<file path="config.mk">
export PLATFORM = sky130hd
export DESIGN_NAME = sodor_mem_arbiter_flat
export DESIGN_NICKNAME = d
export VERILOG_FILES = /design/src/rtl/sodor_mem_arbiter_if.sv /design/src/rtl/sodor_mem_arbiter.sv /design/src/flat_wrapper.sv
export SDC_FILE = /design/constraint.sdc
export NUM_CORES = 1
export LEC_CHECK = 0
export ABC_AREA = 1
export BUFFER_PORTS_ARGS = -buffer_cell sky130_fd_sc_hd__buf_2
export CAP_MARGIN = 20
export CORE_AREA = 3 3 106 108
export DETAILED_ROUTE_END_ITERATION = 6
export DIE_AREA = 0 0 109 111
export GPL_TIMING_DRIVEN = 1
export PLACE_DENSITY = 0.69
export SKIP_LAST_GASP = 1
export SYNTH_ARGS = -nofsm -noshare
export SYNTH_HDL_FRONTEND = slang
export SYNTH_SLANG_ARGS = --single-unit
export TNS_END_PERCENT = 50
</file>
<file path="constraint.sdc">
create_clock -name clock -period 10.97 [get_ports clock]
set_clock_uncertainty 0.05 [all_clocks]
set_input_delay 2.194 -clock clock [delete_from_list [all_inputs] [get_ports clock]]
set_output_delay 2.194 -clock clock [all_outputs]
set_load 0.005 [all_outputs]
</file>
<file path="src/rtl/sodor_mem_arbiter_if.sv">
// Bus bundle joining the Core imem/dmem ports and the backing-memory port to the arbiter.
interface sodor_mem_arbiter_if #(
  parameter int ADDR_W = 32,
  parameter int DATA_W = 32
);
  logic              io_imem_req_valid;
  logic              io_imem_req_ready;
  logic [ADDR_W-1:0] io_imem_req_bits_addr;
  logic              io_imem_resp_valid;
  logic [DATA_W-1:0] io_imem_resp_bits_data;

  logic              io_dmem_req_valid;
  logic              io_dmem_req_ready;
  logic [ADDR_W-1:0] io_dmem_req_bits_addr;
  logic [DATA_W-1:0] io_dmem_req_bits_data;
  logic              io_dmem_req_bits_fcn;
  logic [2:0]        io_dmem_req_bits_typ;
  logic              io_dmem_resp_valid;
  logic [DATA_W-1:0] io_dmem_resp_bits_data;

  logic              mem_req_valid;
  logic              mem_req_ready;
  logic [ADDR_W-1:0] mem_req_bits_addr;
  logic [DATA_W-1:0] mem_req_bits_data;
  logic              mem_req_bits_fcn;
  logic [2:0]        mem_req_bits_typ;
  logic              mem_resp_valid;
  logic [DATA_W-1:0] mem_resp_bits_data;

  // Arbiter side
  modport slave (
    input  io_imem_req_valid, io_imem_req_bits_addr,
    output io_imem_req_ready, io_imem_resp_valid, io_imem_resp_bits_data,
    input  io_dmem_req_valid, io_dmem_req_bits_addr, io_dmem_req_bits_data,
    input  io_dmem_req_bits_fcn, io_dmem_req_bits_typ,
    output io_dmem_req_ready, io_dmem_resp_valid, io_dmem_resp_bits_data,
    output mem_req_valid, mem_req_bits_addr, mem_req_bits_data, mem_req_bits_fcn, mem_req_bits_typ,
    input  mem_req_ready, mem_resp_valid, mem_resp_bits_data
  );

  // Core + memory side
  modport master (
    output io_imem_req_valid, io_imem_req_bits_addr,
    input  io_imem_req_ready, io_imem_resp_valid, io_imem_resp_bits_data,
    output io_dmem_req_valid, io_dmem_req_bits_addr, io_dmem_req_bits_data,
    output io_dmem_req_bits_fcn, io_dmem_req_bits_typ,
    input  io_dmem_req_ready, io_dmem_resp_valid, io_dmem_resp_bits_data,
    input  mem_req_valid, mem_req_bits_addr, mem_req_bits_data, mem_req_bits_fcn, mem_req_bits_typ,
    output mem_req_ready, mem_resp_valid, mem_resp_bits_data
  );
endinterface

</file>
<file path="src/rtl/sodor_mem_arbiter.sv">
// Shares one single-port memory between imem fetch and dmem load/store, one transaction in flight,
// dmem priority with a starvation guard that forces imem through after STARVE_LIMIT lost conflicts.
module sodor_mem_arbiter #(
  parameter int ADDR_W       = 32,
  parameter int DATA_W       = 32,
  parameter int STARVE_LIMIT = 3
) (
  input  logic               clock,
  input  logic               reset,
  sodor_mem_arbiter_if.slave bus,
  output logic               io_err_spurious
);
  localparam int CNT_W = $clog2(STARVE_LIMIT + 1);
  localparam logic [CNT_W-1:0] LIMIT = CNT_W'(STARVE_LIMIT);

  typedef enum logic [1:0] {IDLE, REQ, RESP} state_t;
  typedef enum logic {OWN_DMEM = 1'b0, OWN_IMEM = 1'b1} owner_t;
  typedef struct packed {
    logic [ADDR_W-1:0] addr;
    logic [DATA_W-1:0] data;
    logic              fcn;
    logic [2:0]        typ;
  } mreq_t;

  state_t           state, state_nxt;
  owner_t           owner, owner_nxt;
  mreq_t            req_q, req_nxt;
  logic [CNT_W-1:0] starve_cnt, starve_nxt;
  logic             conflict, gnt_imem, gnt_dmem, resp_fire, err_q;

  // Grant is purely combinational on valid so ready rises in the same cycle as the grant edge.
  always_comb begin
    conflict = bus.io_imem_req_valid && bus.io_dmem_req_valid;
    gnt_imem = 1'b0;
    gnt_dmem = 1'b0;
    if (state == IDLE && !reset) begin
      if (bus.io_imem_req_valid && (!bus.io_dmem_req_valid || starve_cnt == LIMIT))
        gnt_imem = 1'b1;
      else if (bus.io_dmem_req_valid)
        gnt_dmem = 1'b1;
    end
  end

  always_comb begin
    state_nxt  = state;
    owner_nxt  = owner;
    req_nxt    = req_q;
    starve_nxt = starve_cnt;
    unique case (state)
      IDLE: begin
        if (gnt_imem) begin
          req_nxt    = '{addr: bus.io_imem_req_bits_addr, data: '0, fcn: 1'b0, typ: 3'b000};
          owner_nxt  = OWN_IMEM;
          starve_nxt = '0;
          state_nxt  = REQ;
        end else if (gnt_dmem) begin
          req_nxt   = '{addr: bus.io_dmem_req_bits_addr, data: bus.io_dmem_req_bits_data,
                        fcn: bus.io_dmem_req_bits_fcn, typ: bus.io_dmem_req_bits_typ};
          owner_nxt = OWN_DMEM;
          if (conflict && starve_cnt != LIMIT) starve_nxt = starve_cnt + 1'b1;
          state_nxt = REQ;
        end
      end
      REQ:     if (bus.mem_req_ready) state_nxt = RESP;
      RESP:    if (bus.mem_resp_valid) state_nxt = IDLE;
      default: state_nxt = IDLE;
    endcase
  end

  always_ff @(posedge clock or posedge reset) begin
    if (reset) begin
      state      <= IDLE;
      owner      <= OWN_DMEM;
      req_q      <= '0;
      starve_cnt <= '0;
      err_q      <= 1'b0;
    end else begin
      state      <= state_nxt;
      owner      <= owner_nxt;
      req_q      <= req_nxt;
      starve_cnt <= starve_nxt;
      // A response with nothing outstanding is dropped but remembered.
      if (bus.mem_resp_valid && state != RESP) err_q <= 1'b1;
    end
  end

  assign resp_fire = (state == RESP) && bus.mem_resp_valid;

  assign bus.io_imem_req_ready      = gnt_imem;
  assign bus.io_dmem_req_ready      = gnt_dmem;
  assign bus.io_imem_resp_valid     = resp_fire && owner == OWN_IMEM;
  assign bus.io_dmem_resp_valid     = resp_fire && owner == OWN_DMEM;
  assign bus.io_imem_resp_bits_data = (resp_fire && owner == OWN_IMEM) ? bus.mem_resp_bits_data : '0;
  assign bus.io_dmem_resp_bits_data = (resp_fire && owner == OWN_DMEM) ? bus.mem_resp_bits_data : '0;

  assign bus.mem_req_valid     = (state == REQ);
  assign bus.mem_req_bits_addr = req_q.addr;
  assign bus.mem_req_bits_data = req_q.data;
  assign bus.mem_req_bits_fcn  = req_q.fcn;
  assign bus.mem_req_bits_typ  = req_q.typ;

  assign io_err_spurious = err_q;
endmodule

</file>
<file path="src/flat_wrapper.sv">
// flat-port wrapper written by rule: the top's interface ports become plain ports
module sodor_mem_arbiter_flat 
#(
  parameter int ADDR_W       = 32,
  parameter int DATA_W       = 32,
  parameter int STARVE_LIMIT = 3
)
  (clock, reset, io_err_spurious, bus_io_imem_req_valid, bus_io_imem_req_bits_addr, bus_io_imem_req_ready, bus_io_imem_resp_valid, bus_io_imem_resp_bits_data, bus_io_dmem_req_valid, bus_io_dmem_req_bits_addr, bus_io_dmem_req_bits_data, bus_io_dmem_req_bits_fcn, bus_io_dmem_req_bits_typ, bus_io_dmem_req_ready, bus_io_dmem_resp_valid, bus_io_dmem_resp_bits_data, bus_mem_req_valid, bus_mem_req_bits_addr, bus_mem_req_bits_data, bus_mem_req_bits_fcn, bus_mem_req_bits_typ, bus_mem_req_ready, bus_mem_resp_valid, bus_mem_resp_bits_data);
  sodor_mem_arbiter_if #(.ADDR_W(ADDR_W), .DATA_W(DATA_W)) bus_i ();
  input  logic clock;
  input  logic reset;
  output logic io_err_spurious;
  input wire logic [$bits(bus_i.io_imem_req_valid)-1:0] bus_io_imem_req_valid;
  input wire logic [$bits(bus_i.io_imem_req_bits_addr)-1:0] bus_io_imem_req_bits_addr;
  output wire logic [$bits(bus_i.io_imem_req_ready)-1:0] bus_io_imem_req_ready;
  output wire logic [$bits(bus_i.io_imem_resp_valid)-1:0] bus_io_imem_resp_valid;
  output wire logic [$bits(bus_i.io_imem_resp_bits_data)-1:0] bus_io_imem_resp_bits_data;
  input wire logic [$bits(bus_i.io_dmem_req_valid)-1:0] bus_io_dmem_req_valid;
  input wire logic [$bits(bus_i.io_dmem_req_bits_addr)-1:0] bus_io_dmem_req_bits_addr;
  input wire logic [$bits(bus_i.io_dmem_req_bits_data)-1:0] bus_io_dmem_req_bits_data;
  input wire logic [$bits(bus_i.io_dmem_req_bits_fcn)-1:0] bus_io_dmem_req_bits_fcn;
  input wire logic [$bits(bus_i.io_dmem_req_bits_typ)-1:0] bus_io_dmem_req_bits_typ;
  output wire logic [$bits(bus_i.io_dmem_req_ready)-1:0] bus_io_dmem_req_ready;
  output wire logic [$bits(bus_i.io_dmem_resp_valid)-1:0] bus_io_dmem_resp_valid;
  output wire logic [$bits(bus_i.io_dmem_resp_bits_data)-1:0] bus_io_dmem_resp_bits_data;
  output wire logic [$bits(bus_i.mem_req_valid)-1:0] bus_mem_req_valid;
  output wire logic [$bits(bus_i.mem_req_bits_addr)-1:0] bus_mem_req_bits_addr;
  output wire logic [$bits(bus_i.mem_req_bits_data)-1:0] bus_mem_req_bits_data;
  output wire logic [$bits(bus_i.mem_req_bits_fcn)-1:0] bus_mem_req_bits_fcn;
  output wire logic [$bits(bus_i.mem_req_bits_typ)-1:0] bus_mem_req_bits_typ;
  input wire logic [$bits(bus_i.mem_req_ready)-1:0] bus_mem_req_ready;
  input wire logic [$bits(bus_i.mem_resp_valid)-1:0] bus_mem_resp_valid;
  input wire logic [$bits(bus_i.mem_resp_bits_data)-1:0] bus_mem_resp_bits_data;
  assign bus_i.io_imem_req_valid = bus_io_imem_req_valid;
  assign bus_i.io_imem_req_bits_addr = bus_io_imem_req_bits_addr;
  assign bus_io_imem_req_ready = bus_i.io_imem_req_ready;
  assign bus_io_imem_resp_valid = bus_i.io_imem_resp_valid;
  assign bus_io_imem_resp_bits_data = bus_i.io_imem_resp_bits_data;
  assign bus_i.io_dmem_req_valid = bus_io_dmem_req_valid;
  assign bus_i.io_dmem_req_bits_addr = bus_io_dmem_req_bits_addr;
  assign bus_i.io_dmem_req_bits_data = bus_io_dmem_req_bits_data;
  assign bus_i.io_dmem_req_bits_fcn = bus_io_dmem_req_bits_fcn;
  assign bus_i.io_dmem_req_bits_typ = bus_io_dmem_req_bits_typ;
  assign bus_io_dmem_req_ready = bus_i.io_dmem_req_ready;
  assign bus_io_dmem_resp_valid = bus_i.io_dmem_resp_valid;
  assign bus_io_dmem_resp_bits_data = bus_i.io_dmem_resp_bits_data;
  assign bus_mem_req_valid = bus_i.mem_req_valid;
  assign bus_mem_req_bits_addr = bus_i.mem_req_bits_addr;
  assign bus_mem_req_bits_data = bus_i.mem_req_bits_data;
  assign bus_mem_req_bits_fcn = bus_i.mem_req_bits_fcn;
  assign bus_mem_req_bits_typ = bus_i.mem_req_bits_typ;
  assign bus_i.mem_req_ready = bus_mem_req_ready;
  assign bus_i.mem_resp_valid = bus_mem_resp_valid;
  assign bus_i.mem_resp_bits_data = bus_mem_resp_bits_data;
  sodor_mem_arbiter #(.ADDR_W(ADDR_W), .DATA_W(DATA_W), .STARVE_LIMIT(STARVE_LIMIT)) u_core (.clock(clock), .reset(reset), .bus(bus_i), .io_err_spurious(io_err_spurious));
endmodule
</file>
==> metrics.md <==
| Metric | Value |
|---|---|
| Sequential area share after synthesis | `49.07%` |
| Yosys synthesis warning count | `0` |
| Fin worst setup slack | `4.603 ns` |
| Reg2Reg Setup Slack | `8.35 ns` |
| Hold Crit Class | `reg2reg` |
| Total track usage | `19.44%` |
| Worst path depth | `8` |
| Number of synthesized flops with an enable pin | `0` |
| IO buf count | `275` |
| Post-synthesis adder-cell area fraction | `0.3316%` |
| DRC | `0` |
| Post-CTS Resized | `0` |
| Maximum vdd drop | `approximately 0.000084 V` |
| Gate Count Post-Synth | `536` |
| Commonest non-fill, non-tap cell in the layout | `nand2_1` |
| Initial antenna violation count | `2` |
| Hold_sp | `u_core.io_err_spurious` |
| Largest family of logic cells by synthesized area | `simple AND/OR/NAND/NOR gates` |
| Die area | `12100 µm²` |
| # rows | `37` |
| Power Density | `206.9 nW/µm²` |
| #FFs+latches synth | `74` |
| Rel. slew slack | `37.51%` |
| Xor and xnor area share after synthesis | `0%` |
| Hold depth | `1` |
| Max cap viols | `0` |
| Leakage | `3.584 nW` |
| Tcrit/Tclk final | `58.04%` |
| Num CTS Buffers | `9` |
| Slowest cell on the critical path | `buf_4` |
| Share of cells above drive strength 1 | `37.66%` |
| Post-synthesis cell type count | `19` |
| CTS max path bufs | `2` |
| Routed wire length per instance | `12.96 µm` |
| Die width | `109 µm` |
| R2R depth | `9` |
| Critical-path maximum fanout | `75` |
| Reg clk slew, reported paths | `0.08 ns` |
| Synthesis-to-layout area growth | `41.38%` |
| Total wire length | `12180 µm` |
| Clock latency on the worst-skew pair | `between 0.3 and 0.4 ns` |
| Clk root buf | `clkbuf_8` |
| Hold EP | `u_core.io_err_spurious` |
| Core ar. | `10320 µm²` |
| FF-to-FF End | `u_core.bus.mem_req_bits_addr[17]` |
| Post-synthesis compound-gate area fraction | `1.359%` |
| Final hold vios | `0` |
| Post-Route Setup TNS | `0 ns` |
| CP Capture Type | `output port` |
| Number of global-route vias before repair | `3793` |
| Tmin final | `6.367 ns` |
| FMAX | `about 160 MHz` |
| RSZ-0062 raised after global routing | `false` |
| Largest net degree at the start of global routing | `76` |
| Clock Sinks | `74` |
| CP peak stage delay | `~0.69 ns` |
| Final antenna-violating net count | `0` |
| Simple-gate share of the synthesized area | `40.52%` |
| Syn nets | `just under 700` |
| Outcome | `complete, no violations` |
| H-tree depth | `3` |
| Total Power | `1.104 mW` |
| Mean Syn Cell Area | `7.040 µm²` |
| WHS | `0.4109 ns` |
| WP data arrival | `about 4.1 ns` |
| WS Path Type | `in2out` |
| Vias | `4000` |
| CP required | `approximately 8.7 ns` |
| Reg2Reg Launch Point | `u_core.starve_cnt[0]` |
| Slew Viols, Final | `0` |
| Critical path's top delay family | `buffers and inverters` |
| Initial Utilization | `a little over a third` |
| Net count, final | `937` |
| Most frequent cells in the layout | `nand2_1, buf_2, dfrtp_1` |
| Post-CTS Setup Bufs | `0` |
| Mapped Area | `roughly 3800 µm²` |
| CTS tree | `yes` |
| Global route overflow | `0` |
| Via density | `4.255` |
| Post-Place Worst Slack | `4.471 ns` |
| # IOs | `276` |
| Ys flop type | `dfrtp_1` |
| First-pass GRT wire length | `18410 µm` |
| Placer Congestion | `0.7991` |
| Worst-Margin Slew | `0.9373 ns` |
| Starting DRT DRC Count | `170` |
| CP Cell Sequence | `buf_2, inv_2, buf_4, nand2_4, nor2_8, inv_2, nor2_8, buf_2` |
| Fin util | `between 50 and 60%` |
| DR pass1 iterations | `4` |
| Final setup vio count | `0` |
| CP Buf/Inv Count | `5` |
| Post-DP HPWL | `~9500 µm` |
| Die height | `111 µm` |
| Asr flop ratio synth | `100.0%` |
| # hold bufs at CTS | `0` |
| CP startpoint kind | `input pin` |
| Post-synthesis mux area share | `0%` |
[layout make-up]
cell class                      instances  area (µm²)
Fill cell                            1102        4989
Sequential cell                        74        1852
Multi-Input combinational cell        393        1593
Timing Repair Buffer                  276        1384
Tap cell                              136       170.2
Inverter                               44       165.2
Clock buffer                            9       123.9
Clock inverter                          6       42.54
Antenna cell                            2       5.005
[synthesized netlist by cell type (2+ instances only)]
master / instances / area [µm²]
inv_2: 2 / 7.510
buf_4: 6 / 45.04
buf_6: 5 / 56.30
buf_2: 8 / 40.04
dfrtp_1: 74 / 1852
nand2_1: 304 / 1141
inv_1: 42 / 157.7
o21ai_0: 4 / 20.02
nand3_1: 5 / 25.02
nor2_8: 4 / 80.08
clkbuf_1: 6 / 22.52
nor2_1: 69 / 259.0
[stage by stage]
| step | std cells | instance area, µm² |
|---|---|---|
| floorplan | 536 | 3774 |
| global placement | 923 | 5164 |
| global route | 940 | 5335 |
| detailed placement | 923 | 5164 |
| finish | 940 | 5335 |
| CTS | 938 | 5330 |
[per-layer routing]
layer  wire [µm]  track usage [%]
met5           0                0
met4         230            6.145
met3        1077            5.183
met2        6365            36.65
met1        4507            20.39
[power by group]
part	switching, mW	total [mW]	internal [mW]
Sequential	0.0695	0.472	0.402
Clock	0.103	0.184	0.0812
Combinational	0.256	0.448	0.192
Total	0.428	1.10	0.676
[sequential cells by signal (all words and copies together) (netlist names)]
signal,flops
u_core.bus.mem_req_bits_addr,32
u_core.io_err_spurious,1
u_core.bus.mem_req_bits_fcn,1
u_core.state,2
u_core.owner,1
u_core.bus.mem_req_bits_data,32
u_core.starve_cnt,2
u_core.bus.mem_req_bits_typ,3
[worst max path at each step]
stage / from / to
5_1_grt: reset / bus_io_dmem_req_ready
3_5_place_dp: reset / bus_io_dmem_req_ready
6_report: reset / bus_io_dmem_req_ready
3_3_place_gp: reset / bus_io_dmem_req_ready
4_1_cts: reset / bus_io_dmem_req_ready
2_1_floorplan: reset / bus_io_dmem_req_ready
[cells by family (layout without fill, tap and decap cells)]
family / count (synthesis) / after routing
compound gates: 7 / 7
buf+inv: 69 / 335
flops: 74 / 74
other cells: 0 / 2
simple gates: 385 / 385
fa+ha+maj: 1 / 1
(Power assumes the default switching activity.)
